File: config.mk
export PLATFORM = sky130hd
export DESIGN_NAME = enoc_switch_allocator
export DESIGN_NICKNAME = d
export VERILOG_FILES = /design/src/rtl/enoc_switch_allocator.sv
export SDC_FILE = /design/constraint.sdc
export NUM_CORES = 1
export LEC_CHECK = 0
export ABC_AREA = 0
export BUFFER_PORTS_ARGS = -buffer_cell sky130_fd_sc_hd__buf_2
export CAP_MARGIN = 20
export CORE_MARGIN = 2
export CORE_UTILIZATION = 68
export CTS_CLUSTER_DIAMETER = 30
export DETAILED_ROUTE_END_ITERATION = 8
export GPL_ROUTABILITY_DRIVEN = 0
export PLACE_DENSITY = 0.92
export SLEW_MARGIN = 10
export SYNTH_ARGS = -nofsm -noshare
export SYNTH_HDL_FRONTEND = slang
export SYNTH_SLANG_ARGS = --single-unit
File: constraint.sdc
create_clock -name clk -period 14.04 [get_ports clk]
set_clock_uncertainty 0.15 [all_clocks]
set_input_delay 2.106 -clock clk [delete_from_list [all_inputs] [get_ports clk]]
set_output_delay 2.106 -clock clk [all_outputs]
set_load 0.01 [all_outputs]
File: src/rtl/enoc_switch_allocator.sv
// Switch allocator for the ENoC wormhole router: per-output round-robin
// arbitration with a packet lock that holds an output until the tail flit passes.
module enoc_switch_allocator #(
   parameter int PORTS = 5
) (
   input  logic                     clk,
   input  logic                     reset_n,
   input  logic                     ce,
   input  logic [PORTS*PORTS-1:0]   i_output_req,
   input  logic [PORTS-1:0]         i_tail,
   input  logic [PORTS-1:0]         i_output_ready,
   output logic [PORTS-1:0]         o_input_grant,
   output logic [PORTS*PORTS-1:0]   o_xbar_sel,
   output logic [PORTS-1:0]         o_output_valid
);
   localparam int IW = (PORTS > 1) ? $clog2(PORTS) : 1;

   typedef enum logic {IDLE = 1'b0, LOCKED = 1'b1} state_e;

   state_e        state_q [PORTS];
   state_e        state_d [PORTS];
   logic [IW-1:0] owner_q [PORTS];
   logic [IW-1:0] owner_d [PORTS];
   logic [IW-1:0] ptr_q   [PORTS];
   logic [IW-1:0] ptr_d   [PORTS];
   logic          run_q;
   logic          run_d;

   logic [PORTS-1:0] req [PORTS];
   logic [IW-1:0]    win [PORTS];
   logic             hit [PORTS];
   logic             en;
   int               idx;

   // Keep only the lowest set bit of each input slice so a malformed
   // multi-hot request can never claim two outputs at once.
   always_comb begin
      for (int i = 0; i < PORTS; i++) begin
         req[i] = i_output_req[i*PORTS +: PORTS] &
                  (~i_output_req[i*PORTS +: PORTS] + PORTS'(1));
      end
   end

   always_comb begin
      run_d          = 1'b1;
      en             = ce & run_q;
      idx            = 0;
      o_xbar_sel     = '0;
      o_output_valid = '0;
      o_input_grant  = '0;
      for (int j = 0; j < PORTS; j++) begin
         state_d[j] = state_q[j];
         owner_d[j] = owner_q[j];
         ptr_d[j]   = ptr_q[j];
         hit[j]     = 1'b0;
         win[j]     = '0;
         if (state_q[j] == LOCKED) begin
            hit[j] = req[owner_q[j]][j];
            win[j] = owner_q[j];
         end else begin
            // Scan farthest-first so the candidate nearest ptr_j is written last.
            for (int k = PORTS-1; k >= 0; k--) begin
               idx = int'(ptr_q[j]) + k;
               if (idx >= PORTS) idx = idx - PORTS;
               if (req[idx][j]) begin
                  hit[j] = 1'b1;
                  win[j] = IW'(idx);
               end
            end
         end
         if (en && hit[j] && i_output_ready[j]) begin
            o_xbar_sel[j*PORTS + int'(win[j])] = 1'b1;
            o_output_valid[j]                  = 1'b1;
            if (state_q[j] == LOCKED) begin
               if (i_tail[win[j]]) state_d[j] = IDLE;
            end else begin
               ptr_d[j] = (int'(win[j]) == PORTS-1) ? '0 : win[j] + IW'(1);
               if (!i_tail[win[j]]) begin
                  state_d[j] = LOCKED;
                  owner_d[j] = win[j];
               end
            end
         end
      end
      for (int j = 0; j < PORTS; j++) begin
         for (int i = 0; i < PORTS; i++) begin
            o_input_grant[i] = o_input_grant[i] | o_xbar_sel[j*PORTS + i];
         end
      end
   end

   // run_q holds off grants until the first edge after reset is released.
   always_ff @(posedge clk or negedge reset_n) begin
      if (!reset_n) begin
         run_q <= 1'b0;
         for (int j = 0; j < PORTS; j++) begin
            state_q[j] <= IDLE;
            owner_q[j] <= '0;
            ptr_q[j]   <= '0;
         end
      end else begin
         run_q <= run_d;
         for (int j = 0; j < PORTS; j++) begin
            state_q[j] <= state_d[j];
            owner_q[j] <= owner_d[j];
            ptr_q[j]   <= ptr_d[j];
         end
      end
   end

endmodule

# Word level (Yosys, flattened, before mapping)
# Index checks and enable logic that the tools add are counted.
classes:
  n_shift: 0
  n_addsub: 59
  muxes: 240
  magnitude_cmp: 70
  reduce_logical: 25
  n_eq_ne: 5
  div_mod_pow: 0
  bitwise_logic: 75
  multipliers: 0
ops:
  columns: ["operator", "n"]
  rows:
  - ["32-bit 2-to-1 mux", 50]
  - ["32-bit by 4-bit >= comparator with 1-bit output, second input constant", 25]
  - ["32-bit NOT", 25]
  - ["5-bit binary-select mux with 3-bit select", 30]
  - ["3-bit 2-to-1 mux", 47]
  - ["25-bit 2-to-1 mux", 4]
  - ["25-bit OR", 4]
  - ["4-bit by 3-bit subtractor with 5-bit output, second input constant", 20]
  - ["4-bit by 3-bit >= comparator with 1-bit output, second input constant", 20]
  - ["1-bit 2-to-1 mux", 62]
  - ["5-bit 2-to-1 mux", 12]
  - ["4-bit 2-to-1 mux", 12]
  - ["3-bit by 2-bit adder with 4-bit output, second input constant", 10]
  - ["5-bit by 1-bit adder with 5-bit output, second input constant", 5]
  - ["5-bit bitwise AND", 5]
  - ["5-bit NOT", 5]
  - ["2-bit 2-to-1 mux", 12]
  - ["3-bit by 1-bit adder with 4-bit output, second input constant", 5]
  - ["3-bit by 3-bit adder with 4-bit output, second input constant", 5]
  - ["1-bit demux with 5-bit select", 4]
  - ["4-bit >= comparator, second input constant", 5]
  - ["3-bit by 4-bit less-than comparator with 1-bit output, second input constant", 5]
  - ["3-bit NOT with 4-bit output", 5]
  - ["1-bit OR", 20]
  - ["23 further kinds", 77]
word_totals:
  mem_bits_ro: 0
  latchBits: 0
  ramBits: 0
  reg_bits: 36
  output_inout_bits: 35
  memories: 0

# Depth between registers and ports, before layout
# Gate-level depths: netlist of the first run.
depth:
  word_depth: 31
  depth_mapped: 21

# Least setup slack after synthesis of the first run
# Ideal clock, no wire load.
synth_timing:
  path_type: "in2out"
  start: "input i_output_req[16]"
  end: "output o_input_grant[4]"
  stages: 17
  t_arrival_ps: 5908
  n_path_buf: 2
  path_slack_ps: 5876
  required_ps: 11784
  path_cell_list: "buf_6 -> or4b_4 -> buf_6 -> a21oi_1 -> a21oi_1 -> o21ai_0 -> nor2_1 -> a31oi_2 -> inv_1 -> ha_1 -> ha_1 -> nor2b_1 -> and2_1 -> and4_1 -> a22oi_1 -> o21ai_0 -> or4b_1"
synth_rtl:
  columns: ["element", "line", "source"]
  rows:
  - ["start, declared", "9", "input logic [PORTS*PORTS-1:0] i_output_req,"]
  - ["end, declared", "12", "output logic [PORTS-1:0] o_input_grant,"]

==> results of run 1 <==
registers in the layout (all words and copies together), names as in the netlist:
signal	flops
owner_q	15
ptr_q	15
state_q	5
run_q	1
cells in the final DEF, fill, tap and decap left out, types with 52 or more instances in the layout:
cell type | synthesis | layout
nand2_1 | 102 | 102
o21ai_0 | 79 | 79
nor2_1 | 72 | 72
mux2i_1 | 55 | 55
buf_2 | 19 | 72
ha_1 | 84 | 84
nand3_1 | 52 | 52
a21oi_1 | 73 | 73
inv_1 | 63 | 63
routing by layer:
metal,GRT usage,up-vias,routed length (um)
li1,-,4854,-
met1,0.5038,5031,11600
met2,0.6267,777,13310
met3,0.07257,193,3421
met4,0.1810,0,1656
met5,0,-,0
final cells by class:
type,instances,area (sq um),share of cell area
clock buffer,6,138.9,0.01397
sequential,36,900.9,0.09062
tap,180,225.2,0.02266
multi-input combinational,1095,8026,0.8074
timing repair buffer,74,375.4,0.03776
inverter,69,259.0,0.02605
clock inverter,2,15.01,0.001510
metrics by stage:
stage / cell area, sq um / utilization
after CTS: 9941 / 0.7246
final: 9941 / 0.7246
after detailed placement: 9787 / 0.7134
after floorplan: 9458 / -
after global placement: 9787 / 0.7134
after global routing: 9941 / 0.7246
Yosys cell counts, types with 6 or more instances:
master / n
nand2_1: 102
ha_1: 84
o21ai_0: 79
a21oi_1: 73
nor2_1: 72
inv_1: 63
mux2i_1: 55
nand3_1: 52
dfrtp_1: 36
nor2b_1: 36
clkbuf_1: 32
nor3_1: 30
nand2b_1: 28
a211oi_1: 25
and2_1: 24
mux2_2: 21
buf_2: 19
xnor2_1: 19
a31oi_1: 17
o211ai_1: 16
nor3b_1: 15
o31ai_1: 14
a21o_1: 13
a22oi_1: 13
and3_1: 12
or3_1: 12
mux4_2: 11
nor4_1: 11
o31a_1: 11
a2111oi_0: 10
o22ai_1: 10
or2_2: 10
a211o_1: 9
and3b_1: 9
o2111ai_1: 9
o21a_1: 9
a22o_1: 8
a32o_1: 8
a21boi_0: 7
nand3b_1: 7
o2bb2ai_1: 7
and4_1: 6
or3b_2: 6
final timing paths:
path                       cells after the start  slack [ps]          endpoint
setup / recovery                              18        4990  o_input_grant[0]
hold / removal                                 1         390       owner_q[14]
setup reg to reg                              15        7920        owner_q[7]
hold reg to reg                                1         390       owner_q[14]
max in group asynchronous                      1       11390        owner_q[6]
min in group asynchronous                      1        1780          ptr_q[1]
worst max-delay path, cell delays in order (launching register included):
cell	delay, ps
dfrtp_1	920
clkinv_1	590
ha_1	370
inv_1	80
ha_1	350
nor3_1	560
nor3_1	80
o2111ai_1	450
nand3_1	180
o211ai_1	220
a31oi_1	150
o31ai_1	640
inv_1	280
ha_1	270
and2_1	170
a222oi_1	470
o211ai_1	160
or4_1	410
buf_2	150
cell families (layout without fill, tap and decap cells):
logic type	count (synthesis)	in the layout	share of synthesized area
buffers and inverters	127	151	0.05609
and+or+nand+nor	470	470	0.2766
xor gates and xnor gates	23	23	0.02130
DFF	36	36	0.09525
AOI/OAI and AO/OA	429	429	0.3286
adders and majority gates	84	84	0.1111
other	1	1	0.0003965
muxes	88	88	0.1106
==> results.py, run 1 <==
metrics = {
    "clock_network": {
        "cts_tree": "done",
        "clock_latency_ps": 290,
        "cts.hold.buffers_added": 0,
        "clock_path_buffers": 2,
        "clkSinkCount": 36,
        "cts-buffers-inserted": 5,
        "h-tree-depth": 2,
        "postCtsSetupBuffers": 0,
        "post_cts_resized": 0,
        "cts.reportedPaths.clkPinSlew_ps": 60,
        "root_buffer": "clkbuf_16",
    },
    "worst_setup_path": {
        "path_max_fanout": 30,
        "startpoint": "ptr_q[6]",
        "startpoint_type": "flop",
        "worstPathArrival_ps": 6800,
        "r2r-start": "ptr_q[6]",
        "worstSetupPathType": "reg2out",
        "end_kind": "output pin",
        "worstPathRequired_ps": 11780,
    },
    "synth": {
        "synth_edf_count": 0,
        "synth_top_cell_by_area": "ha_1",
        "synth.distinct_cells": 102,
        "ys_seq_elements": 36,
        "synth_top_area_frac": 0.1111,
        "ys.flop_type": "dfrtp_1",
        "ys_seq_area_frac": 0.09525,
        "synthArstFlopShare": 1.000,
        "synth_area_sq_um": 9458,
        "synth.area.top_cells": "ha_1 (11%), dfrtp_1 (9.5%), mux2i_1 (5.8%)",
        "synth_cells": 1258,
        "avgSynthCellArea_sq_um": 7.518,
        "yosysWarnings": 0,
        "syn_nets": 1380,
    },
    "timing": {
        "rsz0062_at_grt": "no",
        "fin_setup_tns_ps": 0,
        "setup_viol_count_final": 0,
        "hold_viol_final": 0,
        "period_minus_slack_ps": 9052,
        "fmax_ghz": 0.1105,
        "hold_slack_ps": 394.9,
        "slew_headroom": 0.2936,
        "period_share": 0.6447,
        "finalMaxSlewViolations": 0,
        "worst_pin_slew_ps": 1046,
        "layout_setup_ws_ps": 4988,
    },
    "grt": {
        "grt_max_degree": 37,
        "grt_pass1_vias": 9804,
        "grt_use_total": 0.3890,
        "antenna_found_initial": 0,
        "grt_pass1_wl_um": 47540,
        "grt-ovfl-total": 0,
    },
    "placement": {
        "io_buffer_count": 72,
        "pre_cts_slack_ps": 5304,
        "dpl.hpwl_um": 22620,
        "dpl.cell_count": 1454,
    },
    "job": {
        "cap_viol_max_count": 0,
    },
    "final_layout": {
        "fin_nets": 1403,
        "area_delta_synth_final_pct": 5.106,
        "num-fill-cells": 1082,
        "diodes": 0,
        "fin_cells": 1462,
        "drive_gt1_frac": 0.1373,
    },
    "die": {
        "num_rows": 43,
        "core_sq_um": 13720,
        "io_pins": 73,
        "die_h_um": 121.9,
        "start_util": 0.6894,
        "dieArea_sq_um": 14870,
        "dieWidth_um": 121.9,
    },
    "drt": {
        "wire_per_inst_um": 20.51,
        "first_pass_iters": 6,
        "wl_um": 29990,
        "drt_iter0_markers": 1756,
        "drcViolationCount": 0,
        "vias": 10860,
        "avgViaCountPerCell": 7.425,
        "detail-route-antenna-nets": 0,
    },
    "min_path": {
        "min_from": "owner_q[14]",
        "hold_path.class": "reg2reg",
    },
    "status": {
        "status": "finished clean",
    },
}
Power of run 1 is not shown: default switching activity piles up to over one toggle a cycle in this logic, so the estimate is an artifact.
==> run 2, diff against run 1 <==
--- a/config.mk
+++ b/config.mk
@@ -9,11 +9,11 @@
 export BUFFER_PORTS_ARGS = -buffer_cell sky130_fd_sc_hd__buf_2
 export CAP_MARGIN = 20
 export CORE_MARGIN = 2
-export CORE_UTILIZATION = 68
+export CORE_UTILIZATION = 64
 export CTS_CLUSTER_DIAMETER = 30
 export DETAILED_ROUTE_END_ITERATION = 8
 export GPL_ROUTABILITY_DRIVEN = 0
-export PLACE_DENSITY = 0.92
+export PLACE_DENSITY = 0.87
 export SLEW_MARGIN = 10
 export SYNTH_ARGS = -nofsm -noshare
 export SYNTH_HDL_FRONTEND = slang
==> constraint.sdc (replaced) <==
create_clock -name clk -period 8.4 [get_ports clk]
set_clock_uncertainty 0.15 [all_clocks]
set_input_delay 1.26 -clock clk [delete_from_list [all_inputs] [get_ports clk]]
set_output_delay 1.26 -clock clk [all_outputs]
set_load 0.01 [all_outputs]
==> results.py, run 2 (synthesis results as in run 1) <==
metrics = {
    "status": {
        "status": "finished clean",
    },
    "drt": {
        "wire_per_inst_um": 20.07,
        "drt_iter0_markers": 1436,
        "first_pass_iters": 6,
        "avgViaCountPerCell": 7.268,
        "drcViolationCount": 0,
        "wl_um": 29480,
        "vias": 10680,
        "detail-route-antenna-nets": 0,
    },
    "final_layout": {
        "final_cell_mix": "nand2_1 (102), ha_1 (84), o21ai_0 (79)",
        "reg.largest.list": "owner_q: 15 flops, ptr_q: 15 flops, state_q: 5 flops",
        "drive_gt1_frac": 0.1393,
        "num-fill-cells": 1191,
        "ff_latch_area_sq_um": 900.9,
        "multiInputGateArea_sq_um": 8026,
        "fin_nets": 1406,
        "diodes": 0,
        "final_common_cell": "nand2_1",
        "area_delta_synth_final_pct": 5.543,
    },
    "worst_setup_path": {
        "worstPathArrival_ps": 6320,
        "end_kind": "output pin",
        "path_max_fanout": 19,
        "worstSetupPathType": "reg2out",
        "startpoint_type": "flop",
        "worstPathRequired_ps": 6990,
    },
    "clock_network": {
        "h-tree-depth": 2,
        "cts_tree": "done",
        "cts.reportedPaths.clkPinSlew_ps": 70,
        "postCtsSetupBuffers": 0,
        "clock_latency_ps": 290,
        "clock_path_buffers": 2,
        "clkSinkCount": 36,
        "post_cts_resized": 0,
        "root_buffer": "clkbuf_16",
        "cts.hold.buffers_added": 0,
        "cts-buffers-inserted": 5,
    },
    "grt": {
        "met3_usage": 0.05392,
        "grt_pass1_wl_um": 47240,
        "grt-busiest-layer": "met2",
        "grt_max_degree": 37,
        "grt_util_met2": 0.5838,
        "grt-ovfl-total": 0,
        "grt_use_total": 0.3547,
        "grt_pass1_vias": 9630,
        "antenna_found_initial": 0,
        "use_met1": 0.4634,
    },
    "timing": {
        "worst_pin_slew_ps": 935.1,
        "rsz0062_at_grt": "no",
        "hold_viol_final": 0,
        "slew_headroom": 0.3708,
        "fin_setup_tns_ps": 0,
        "setup_viol_count_final": 0,
        "period_share": 0.9202,
        "finalMaxSlewViolations": 0,
        "period_minus_slack_ps": 7730,
        "fmax_ghz": 0.1294,
    },
    "min_path": {
        "hold_path.class": "reg2reg",
    },
    "placement": {
        "io_buffer_count": 72,
        "dpl.hpwl_um": 22390,
    },
    "die": {
        "num_rows": 44,
        "core_sq_um": 14480,
        "dieWidth_um": 125.6,
        "start_util": 0.6532,
        "die_h_um": 125.6,
        "io_pins": 73,
        "dieArea_sq_um": 15770,
    },
    "job": {
        "cap_viol_max_count": 0,
    },
}
run 2: worst paths after layout:
check,from,end,slack (ps),cells past startpoint
setup / recovery,ptr_q[4],o_input_grant[0],670,19
setup reg to reg,ptr_q[12],owner_q[12],3000,13
hold / removal,owner_q[3],owner_q[3],370,1
min in group asynchronous,reset_n,ptr_q[2],940,1
max in group asynchronous,reset_n,ptr_q[10],6580,1
hold reg to reg,owner_q[3],owner_q[3],370,1
run 2: layout make-up:
class                      instances  area share
clock buffer                       5     0.01253
clock inverter                     3    0.004262
inverter                          69     0.02595
multi-input combinational       1095      0.8041
sequential                        36     0.09025
tap                              184     0.02306
timing repair buffer              77     0.03986
run 2: critical path, stage by stage, from the launching register on:
cell and delay [ps]:
dfrtp_1 600, inv_1 300, ha_1 780, and3b_1 270
a31o_2 230, nor2_1 200, a21oi_1 150, o21ai_0 310
nor2_1 130, a31oi_2 440, inv_1 230, ha_1 320
ha_1 390, nor2b_1 90, and2_1 190, and4_1 270
a222oi_1 390, o211ai_1 140, or4_1 410, buf_2 160
run 2: layer usage:
layer / up-vias / part of all wire
met3: 134 / 0.11
met2: 711 / 0.46
li1: 4873 / -
met5: - / 0
met4: 0 / 0.045
met1: 4958 / 0.39
run 2: per-stage QoR:
stage / worst slack, ps / utilization / area, sq um / cells / hold WS, ps
finish: 670.3 / 0.6894 / 9982 / 1469 / 370.2
global route: 407.6 / 0.6894 / 9982 / 1469 / 396.6
CTS: 941.6 / 0.6894 / 9982 / 1469 / 366.7
detailed placement: 1260 / 0.6778 / 9814 / 1461 / 354.1
global placement: 1435 / 0.6778 / 9814 / 1461 / 345.2
floorplan: 1928 / - / 9458 / 1258 / 330.7
Power of run 2 is left out for the same reason.
